--- config.mk ---
export PLATFORM = sky130hd
export DESIGN_NAME = pipe_hazard_ctrl
export DESIGN_NICKNAME = d
export VERILOG_FILES = /design/src/rtl/pipe_hazard_ctrl.sv
export SDC_FILE = /design/constraint.sdc
export NUM_CORES = 1
export LEC_CHECK = 0
export CAP_MARGIN = 15
export CORE_MARGIN = 8
export CORE_UTILIZATION = 47
export CTS_CLUSTER_DIAMETER = 30
export DETAILED_ROUTE_END_ITERATION = 7
export GPL_TIMING_DRIVEN = 0
export MAX_ROUTING_LAYER = met4
export PLACE_DENSITY = 0.94
export SLEW_MARGIN = 20
export SYNTH_ARGS = -nofsm -noshare
export SYNTH_HDL_FRONTEND = slang
export SYNTH_SLANG_ARGS = --single-unit
--- constraint.sdc ---
create_clock -name clk -period 2.86 [get_ports clk]
set_input_delay 0.715 -clock clk [delete_from_list [all_inputs] [get_ports clk]]
set_output_delay 0.715 -clock clk [all_outputs]
set_load 0.1 [all_outputs]
--- src/rtl/pipe_hazard_ctrl.sv ---
// pipe_hazard_ctrl -- stall/flush sequencer for the 5-stage pipeline.
//
// Sits next to the EX/MEM forwarding unit. It does four things:
//   - inserts one bubble for a load-use hazard that forwarding cannot cover
//   - freezes the pipe while data memory is busy
//   - flushes IF/ID and ID/EX on a taken branch
//   - stops the machine for good once HLT retires
//
// Ports
//   clk, rst_n          rising-edge clock, async active-low reset
//   IF_ID_RegisterRs/Rt source registers of the instruction in ID
//   IF_ID_UsesRt        ID instruction reads Rt
//   IF_ID_IsStore       ID instruction is a store (Rt is store data)
//   ID_EX_MemRead       EX instruction is a load
//   ID_EX_RegisterRd    destination register of the EX instruction
//   branch_taken        branch/jump in EX resolved taken
//   imem_stall          instruction memory not ready
//   dmem_stall          data memory busy
//   halt_wb             HLT is in WB
//   pc_en, if_id_en, ex_mem_en            stage write enables
//   if_id_flush, id_ex_flush, mem_wb_flush  load a NOP into that register
//   halted              sticky, set the cycle after HLT retires
//   mem_timeout         sticky, dmem wait reached MEM_TIMEOUT cycles
//
// Build option: define STALL_PERF_EN to add the saturating counters
//   perf_lu_cnt, perf_mem_cnt and perf_flush_cnt.
module pipe_hazard_ctrl #(
  parameter int REG_W       = 5,
  parameter int MEM_TIMEOUT = 255,
  parameter int CNT_W       = 8,
  parameter int PERF_W      = 16
) (
  input  logic             clk,
  input  logic             rst_n,
  input  logic [REG_W-1:0] IF_ID_RegisterRs,
  input  logic [REG_W-1:0] IF_ID_RegisterRt,
  input  logic             IF_ID_UsesRt,
  input  logic             IF_ID_IsStore,
  input  logic             ID_EX_MemRead,
  input  logic [REG_W-1:0] ID_EX_RegisterRd,
  input  logic             branch_taken,
  input  logic             imem_stall,
  input  logic             dmem_stall,
  input  logic             halt_wb,
  output logic             pc_en,
  output logic             if_id_en,
  output logic             if_id_flush,
  output logic             id_ex_flush,
  output logic             ex_mem_en,
  output logic             mem_wb_flush,
  output logic             halted,
  output logic             mem_timeout
`ifdef STALL_PERF_EN
  ,
  output logic [PERF_W-1:0] perf_lu_cnt,
  output logic [PERF_W-1:0] perf_mem_cnt,
  output logic [PERF_W-1:0] perf_flush_cnt
`endif
);

  if (MEM_TIMEOUT < 1 || MEM_TIMEOUT > (2**CNT_W) - 1 || PERF_W < 1) begin : g_bad_cfg
    $error("pipe_hazard_ctrl: MEM_TIMEOUT must be 1..2^CNT_W-1 and PERF_W >= 1");
  end

  typedef enum logic [1:0] {RUN, MEM_WAIT, HALTED} state_t;

  localparam logic [CNT_W-1:0] CNT_MAX = {CNT_W{1'b1}};
  localparam logic [CNT_W-1:0] TO_VAL  = CNT_W'(MEM_TIMEOUT);

  state_t           state_q, state_d;
  logic [CNT_W-1:0] cnt_q, cnt_d;
  logic             timeout_q;

  logic lu;    // load-use hazard visible in ID this cycle
  logic frz;   // whole pipe frozen on a data-memory wait
  logic flow;  // normal flow: branch / load-use / imem rules decide

  // A store whose only match is its data operand (Rt) is fine: the loaded
  // value is forwarded MEM-to-MEM, so only Rs or a non-store Rt stalls.
  assign lu = ID_EX_MemRead && (ID_EX_RegisterRd != '0) &&
              ((ID_EX_RegisterRd == IF_ID_RegisterRs) ||
               (IF_ID_UsesRt && !IF_ID_IsStore && (ID_EX_RegisterRd == IF_ID_RegisterRt)));

  // HLT retirement outranks a dmem wait in RUN; once in MEM_WAIT only the
  // memory release matters.
  assign frz  = ((state_q == RUN) && !halt_wb && dmem_stall) ||
                ((state_q == MEM_WAIT) && dmem_stall);
  assign flow = ((state_q == RUN) && !halt_wb && !dmem_stall) ||
                ((state_q == MEM_WAIT) && !dmem_stall);

  always_comb begin
    state_d      = state_q;
    cnt_d        = cnt_q;
    pc_en        = 1'b1;
    if_id_en     = 1'b1;
    if_id_flush  = 1'b0;
    id_ex_flush  = 1'b0;
    ex_mem_en    = 1'b1;
    mem_wb_flush = 1'b0;

    case (state_q)
      RUN: begin
        if (halt_wb) begin
          state_d = HALTED;
        end else if (dmem_stall) begin
          state_d = MEM_WAIT;
          cnt_d   = CNT_W'(1);
        end
      end
      MEM_WAIT: begin
        if (dmem_stall) begin
          cnt_d = (cnt_q == CNT_MAX) ? cnt_q : cnt_q + CNT_W'(1);
        end else begin
          state_d = RUN;
          cnt_d   = '0;
        end
      end
      HALTED:  state_d = HALTED;
      default: state_d = RUN;
    endcase

    if (frz) begin
      // Bubble into MEM/WB so the instruction already in WB is not repeated.
      pc_en        = 1'b0;
      if_id_en     = 1'b0;
      ex_mem_en    = 1'b0;
      mem_wb_flush = 1'b1;
    end else if (flow) begin
      if (branch_taken) begin
        // Squashes a load-use victim in ID too, so no bubble follows.
        if_id_flush = 1'b1;
        id_ex_flush = 1'b1;
      end else if (lu) begin
        pc_en       = 1'b0;
        if_id_en    = 1'b0;
        id_ex_flush = 1'b1;
      end else if (imem_stall) begin
        pc_en       = 1'b0;
        if_id_flush = 1'b1;
      end
    end else begin
      // HLT retiring this cycle, or already halted: hold everything and
      // leave MEM/WB alone so HLT itself completes.
      pc_en     = 1'b0;
      if_id_en  = 1'b0;
      ex_mem_en = 1'b0;
    end

    if (!rst_n) begin
      pc_en        = 1'b0;
      if_id_en     = 1'b0;
      ex_mem_en    = 1'b0;
      if_id_flush  = 1'b1;
      id_ex_flush  = 1'b1;
      mem_wb_flush = 1'b1;
    end
  end

  always_ff @(posedge clk or negedge rst_n) begin
    if (!rst_n) begin
      state_q   <= RUN;
      cnt_q     <= '0;
      timeout_q <= 1'b0;
    end else begin
      state_q   <= state_d;
      cnt_q     <= cnt_d;
      // Comparing the next count makes the flag visible after exactly
      // MEM_TIMEOUT consecutive busy cycles.
      timeout_q <= timeout_q | (cnt_d == TO_VAL);
    end
  end

  assign halted      = (state_q == HALTED);
  assign mem_timeout = timeout_q;

`ifdef STALL_PERF_EN
  logic [PERF_W-1:0] perf_lu_q, perf_mem_q, perf_flush_q;

  function automatic logic [PERF_W-1:0] sat_inc(input logic [PERF_W-1:0] v, input logic hit);
    return (hit && (v != {PERF_W{1'b1}})) ? v + PERF_W'(1) : v;
  endfunction

  // Nothing counts in HALTED because neither frz nor flow is ever set there.
  always_ff @(posedge clk or negedge rst_n) begin
    if (!rst_n) begin
      perf_lu_q    <= '0;
      perf_mem_q   <= '0;
      perf_flush_q <= '0;
    end else begin
      perf_lu_q    <= sat_inc(perf_lu_q, flow && !branch_taken && lu);
      perf_mem_q   <= sat_inc(perf_mem_q, frz);
      perf_flush_q <= sat_inc(perf_flush_q, flow && branch_taken);
    end
  end

  assign perf_lu_cnt    = perf_lu_q;
  assign perf_mem_cnt   = perf_mem_q;
  assign perf_flush_cnt = perf_flush_q;
`endif

endmodule

After elaboration in Yosys (flattened, before gate mapping)
Cells that the tools add are included.
Operators by class
  add/subtract/negate cells: 1
  equality and inequality tests: 8
  muxes and demuxes: 36
  bitwise operators: 1
  reductions and logical operators: 18
Operators with widths (count)
  8-bit two-way mux: 4
  1-bit two-way mux: 27
  8-bit == test, second input constant: 2
  8-bit case mux with 2 select lines: 1
  5-bit == test: 2
  1-bit logical AND: 9
  8-bit by 1-bit adder with 8-bit output, second input constant: 1
  2-bit two-way mux: 3
  2-bit case mux with 3 select lines: 1
  5-bit nonzero test: 1
  1-bit logical NOT: 3
  1-bit logical OR: 3
  3-bit != test, second input constant: 1
  2-bit by 1-bit == test with 1-bit output, second input constant: 1
  2-bit == test, second input constant: 1
  2-bit logical NOT: 1
  2-bit != test, second input constant: 1
  2-bit AND reduction: 1
  1-bit OR: 1
Word-level totals
  bits in registers: 11
  output and inout port bits: 8
  logic and storage cells: 67

Logic depth before layout (Yosys ltp)
  depth in word-level cells: 10
  gate-level depth with buffers: 8
  mapped depth without buffers: 7

Least setup slack after synthesis
No wires, ideal clock.
  kind: input-to-output
  start point: in ID_EX_RegisterRd[1]
  end point: out if_id_flush
  data arrival time: 2.891 ns
  setup slack: -0.746 ns
  stages on the path: 4
  buffers on the path: 0
  cell sequence: or4_1 -> o211ai_1 -> a21oi_1 -> o21ai_1
Between the ends
  longest elaborated chain between the ends: 9
Ends and longest elaborated chain
  start, declared: line 40  | input logic [REG_W-1:0] ID_EX_RegisterRd,
  5-bit == test: line 82  | (IF_ID_UsesRt && !IF_ID_IsStore && (ID_EX_RegisterRd == IF_ID_RegisterRt)));
  1-bit logical AND: line 82
  1-bit logical OR: line 81  | ((ID_EX_RegisterRd == IF_ID_RegisterRs) ||
  1-bit logical AND (*): line 80  | assign lu = ID_EX_MemRead && (ID_EX_RegisterRd != '0) &&
  1-bit two-way mux (*): line 133  | end else if (lu) begin
  1-bit two-way mux (*): line 129  | if (branch_taken) begin
  1-bit two-way mux (*): line 128  | end else if (flow) begin
  1-bit two-way mux (*): line 122  | if (frz) begin
  1-bit two-way mux (*): line 149  | if (!rst_n) begin
  end, declared: line 47  | output logic if_id_flush,
Every way passes the cells marked *; elsewhere a longest branch is shown, timed or not.

Worst setup path in the final report
Ends and elaborated chain as after synthesis.

==> results.md <==
* Status: finished, violations left
* Failing checks: negative setup slack
* Vias per cell at between 6 and 7
* Synth-to-Final Area Change at 50.5%
* Tot GR Track Use at 0.169
* DRT iter0 DRCs at 49
* Final period util at 1.02
* Worst setup EP type: output port
* Routed vias at 946
* Nets at about 160
* Share of cells above drive strength 1 at 0.287
* Cells after Synth at 94
* Core ar. at 1730 µm²
* WL met1 at between 1000 and 1500 µm
* Clk_skew at roughly 0.011 ns
* Largest area contributor in the netlist: dfrtp_1
* Synth Area per Inst at ~9.3 µm²
* CTS tree: done
* Post-place setup slack at -1.32 ns
* TritonCTS Buffers at 3
* Sequential cell area at between 200 and 300 µm²
* # rows at 15
* Fillcell total at between 100 and 150
* Number of synthesized flops with an enable pin at 0
* Worst-Margin Slew at approximately 0.97 ns
* Die Wd at roughly 60 µm
* CP Launch Type: input pin
* GRT overflow at 0
* Min cycle time layout at around 2.9 ns
* ANT nets after route at 0
* Vias in the first global route at roughly 930
* Setup Total Neg Slack at -0.0449 ns
* Drt wl/cell at roughly 19 µm
* Hold buffers post-CTS at 0
* Final setup viols at 1
* Static Leak at approximately 0.53 nW
* Number of port buffers at 31
* Fin. max-slew vios at 0
* DRC viols at 0
* Fmax at about 340 MHz
* Final Hold Viols at 0
* Max layer used: met4
* Worst Setup Slack, final at -0.0449 ns
* HP Class: register to register
* Sequential area share after synthesis at 0.317
* Final WL at about 2900 µm
* WS Path Type: input pin to output port
* Flop and latch count out of synthesis at 11
* Yosys warning total at 0
* Top_reg_cell synth: dfrtp_1
* Total power at around 0.00038 W
* Worst Path Arrival at about 2.2 ns
* Clk slew on worst S/H paths at 0.08 ns
* Setup repair bufs after CTS at 0
* Root Buffer: clkbuf_4
* Syn Std Cell Area at 870 µm²
* H-tree depth at 1
* Worst-Skew Late Latency at 0.28 ns
* N_diodes at 0
* Top cell type's share of synthesized area at 0.317
* MaxCap Viol Count at 0
* Data required, critical path at about 2.1 ns
* CTS sink count at 11
* Syn_nets at around 120
* Cell Pwr Density at between 200 and 300 nW/µm²
* Top-Level Pins at 32
* RSZ-0062 raised after global routing: yes
* Asr flop ratio synth at 1.00
* Largest net degree at the start of global routing at 16
* Peak VDD IR at 205 µV
* Final core utilization at 0.758
* Area contributors post-synth: dfrtp_1 (32%), xnor2_1 (10%), buf_6 (3.9%)
* RePlAce Congestion at around 0.84
* CP max FO at 3
* Initial DRT Pass Iterations at 4
* Synth unique cells at 43
* Antenna violations before repair at 0
* HPWL Detailed at 1970 µm
* Worst slew margin at 0.351
* Area of the multi-input gates at between 600 and 700 µm²
* Max Root-Sink Buffers at 2
* First-pass GRT wire length at 4350 µm
* Die extent in y at 59.0 µm
* WL met3 at ~190 µm
* Initial Util at 0.504
* Met2 wire length at approximately 1500 µm
* Die Area at around 3500 µm²
path summary, 6_finish.rpt:
kind                                startpoint     endpoint  slack (ns)  depth (start not counted)
max                        ID_EX_RegisterRd[1]  if_id_flush       -0.04                          6
min                                mem_timeout  mem_timeout        0.51                          1
max reg2reg                           cnt_q[0]  mem_timeout        0.92                          7
min reg2reg                        mem_timeout  mem_timeout        0.51                          1
max in group asynchronous                rst_n     cnt_q[3]        1.83                          1
min in group asynchronous                rst_n  mem_timeout        0.58                          1
where the power goes:
group | internal, W | leakage, nW | total [W] | switching (W)
registers | 0.000159 | 0.144 | 0.000164 | 0.00000456
logic | 0.0000477 | 0.373 | 0.000106 | 0.0000584
clock network | 0.0000541 | 0.0150 | 0.000110 | 0.0000563
flip-flops by register name, indices dropped and copies added (netlist names):
register / cells
cnt_q: 8
mem_timeout: 1
state_q: 2
routing by layer:
layer  GRT usage  up-vias
met5           -        -
met4      0.0785        0
met3      0.0412       17
met2       0.277       60
met1       0.190      440
li1            -      429
worst max-delay path, cell delays in order:
cell	delay [ns]
buf_2	0.13
or4_4	0.53
o211ai_1	0.34
a21oi_2	0.12
o21ai_4	0.16
buf_12	0.19
synth_stat cells (all sizes together), types with 3 or more instances:
library cell   n
inv            3
dfrtp         11
a21oi          5
xnor2         10
nand2          5
o21a           3
a31oi          3
buf            3
nor2           6
nand4          4
o21ai          6
layout by cell type (no fill, tap or decap), types with 2 or more instances in the layout:
master            n
a21oi_2           2
buf_12            4
nor2_1            6
clkbuf_4          3
o31ai_1           2
o21ai_0           2
nand2_1           4
nand2b_1          2
a21oi_1           3
a211oi_2          2
dfrtp_1          11
xnor2_1           9
buf_6             4
dlygate4sd2_1     4
o21ai_2           2
nand3b_1          2
nand3_1           2
nand4_1           4
clkdlybuf4s15_1   7
buf_2             3
dlymetal6s2s_1    2
a41oi_1           2
clkdlybuf4s50_1   7
inv_1             3
a31oi_1           2
and2_4            2
o21a_2            2
buf_4             2
logic make-up (layout without fill, tap and decap cells):
family | Yosys count | after routing | synth area share
buf+inv | 6 | 41 | 0.0518
flops | 11 | 11 | 0.317
compound gates | 33 | 33 | 0.295
fa+ha+maj | 1 | 1 | 0.0144
xor+xnor | 10 | 10 | 0.101
simple gates | 33 | 33 | 0.222
cell type report:
type                    instances  share of cell area
inverters                       3             0.00860
clock buffers                   4              0.0201
repair buffers                 31               0.250
flip-flops and latches         11               0.210
multi-input cells              77               0.462
plain buffers                   3              0.0258
well taps                      25              0.0239
metrics by stage:
step,instances,area (µm²),hold slack [ns]
6_report,154,1310,0.505
5_1_grt,154,1310,0.513
4_1_cts,154,1280,0.478
3_5_place_dp,150,1230,0.456
3_3_place_gp,150,1230,0.454
2_1_floorplan,94,887,0.419
timing repair:
| action | 4_1_cts | 5_1_grt |
|---|---|---|
| gates resized for setup | 81 | 18 |
| endpoints found under the setup margin | 6 | 6 |
| pin swaps | 22 | 17 |
(Power assumes the default switching activity.)
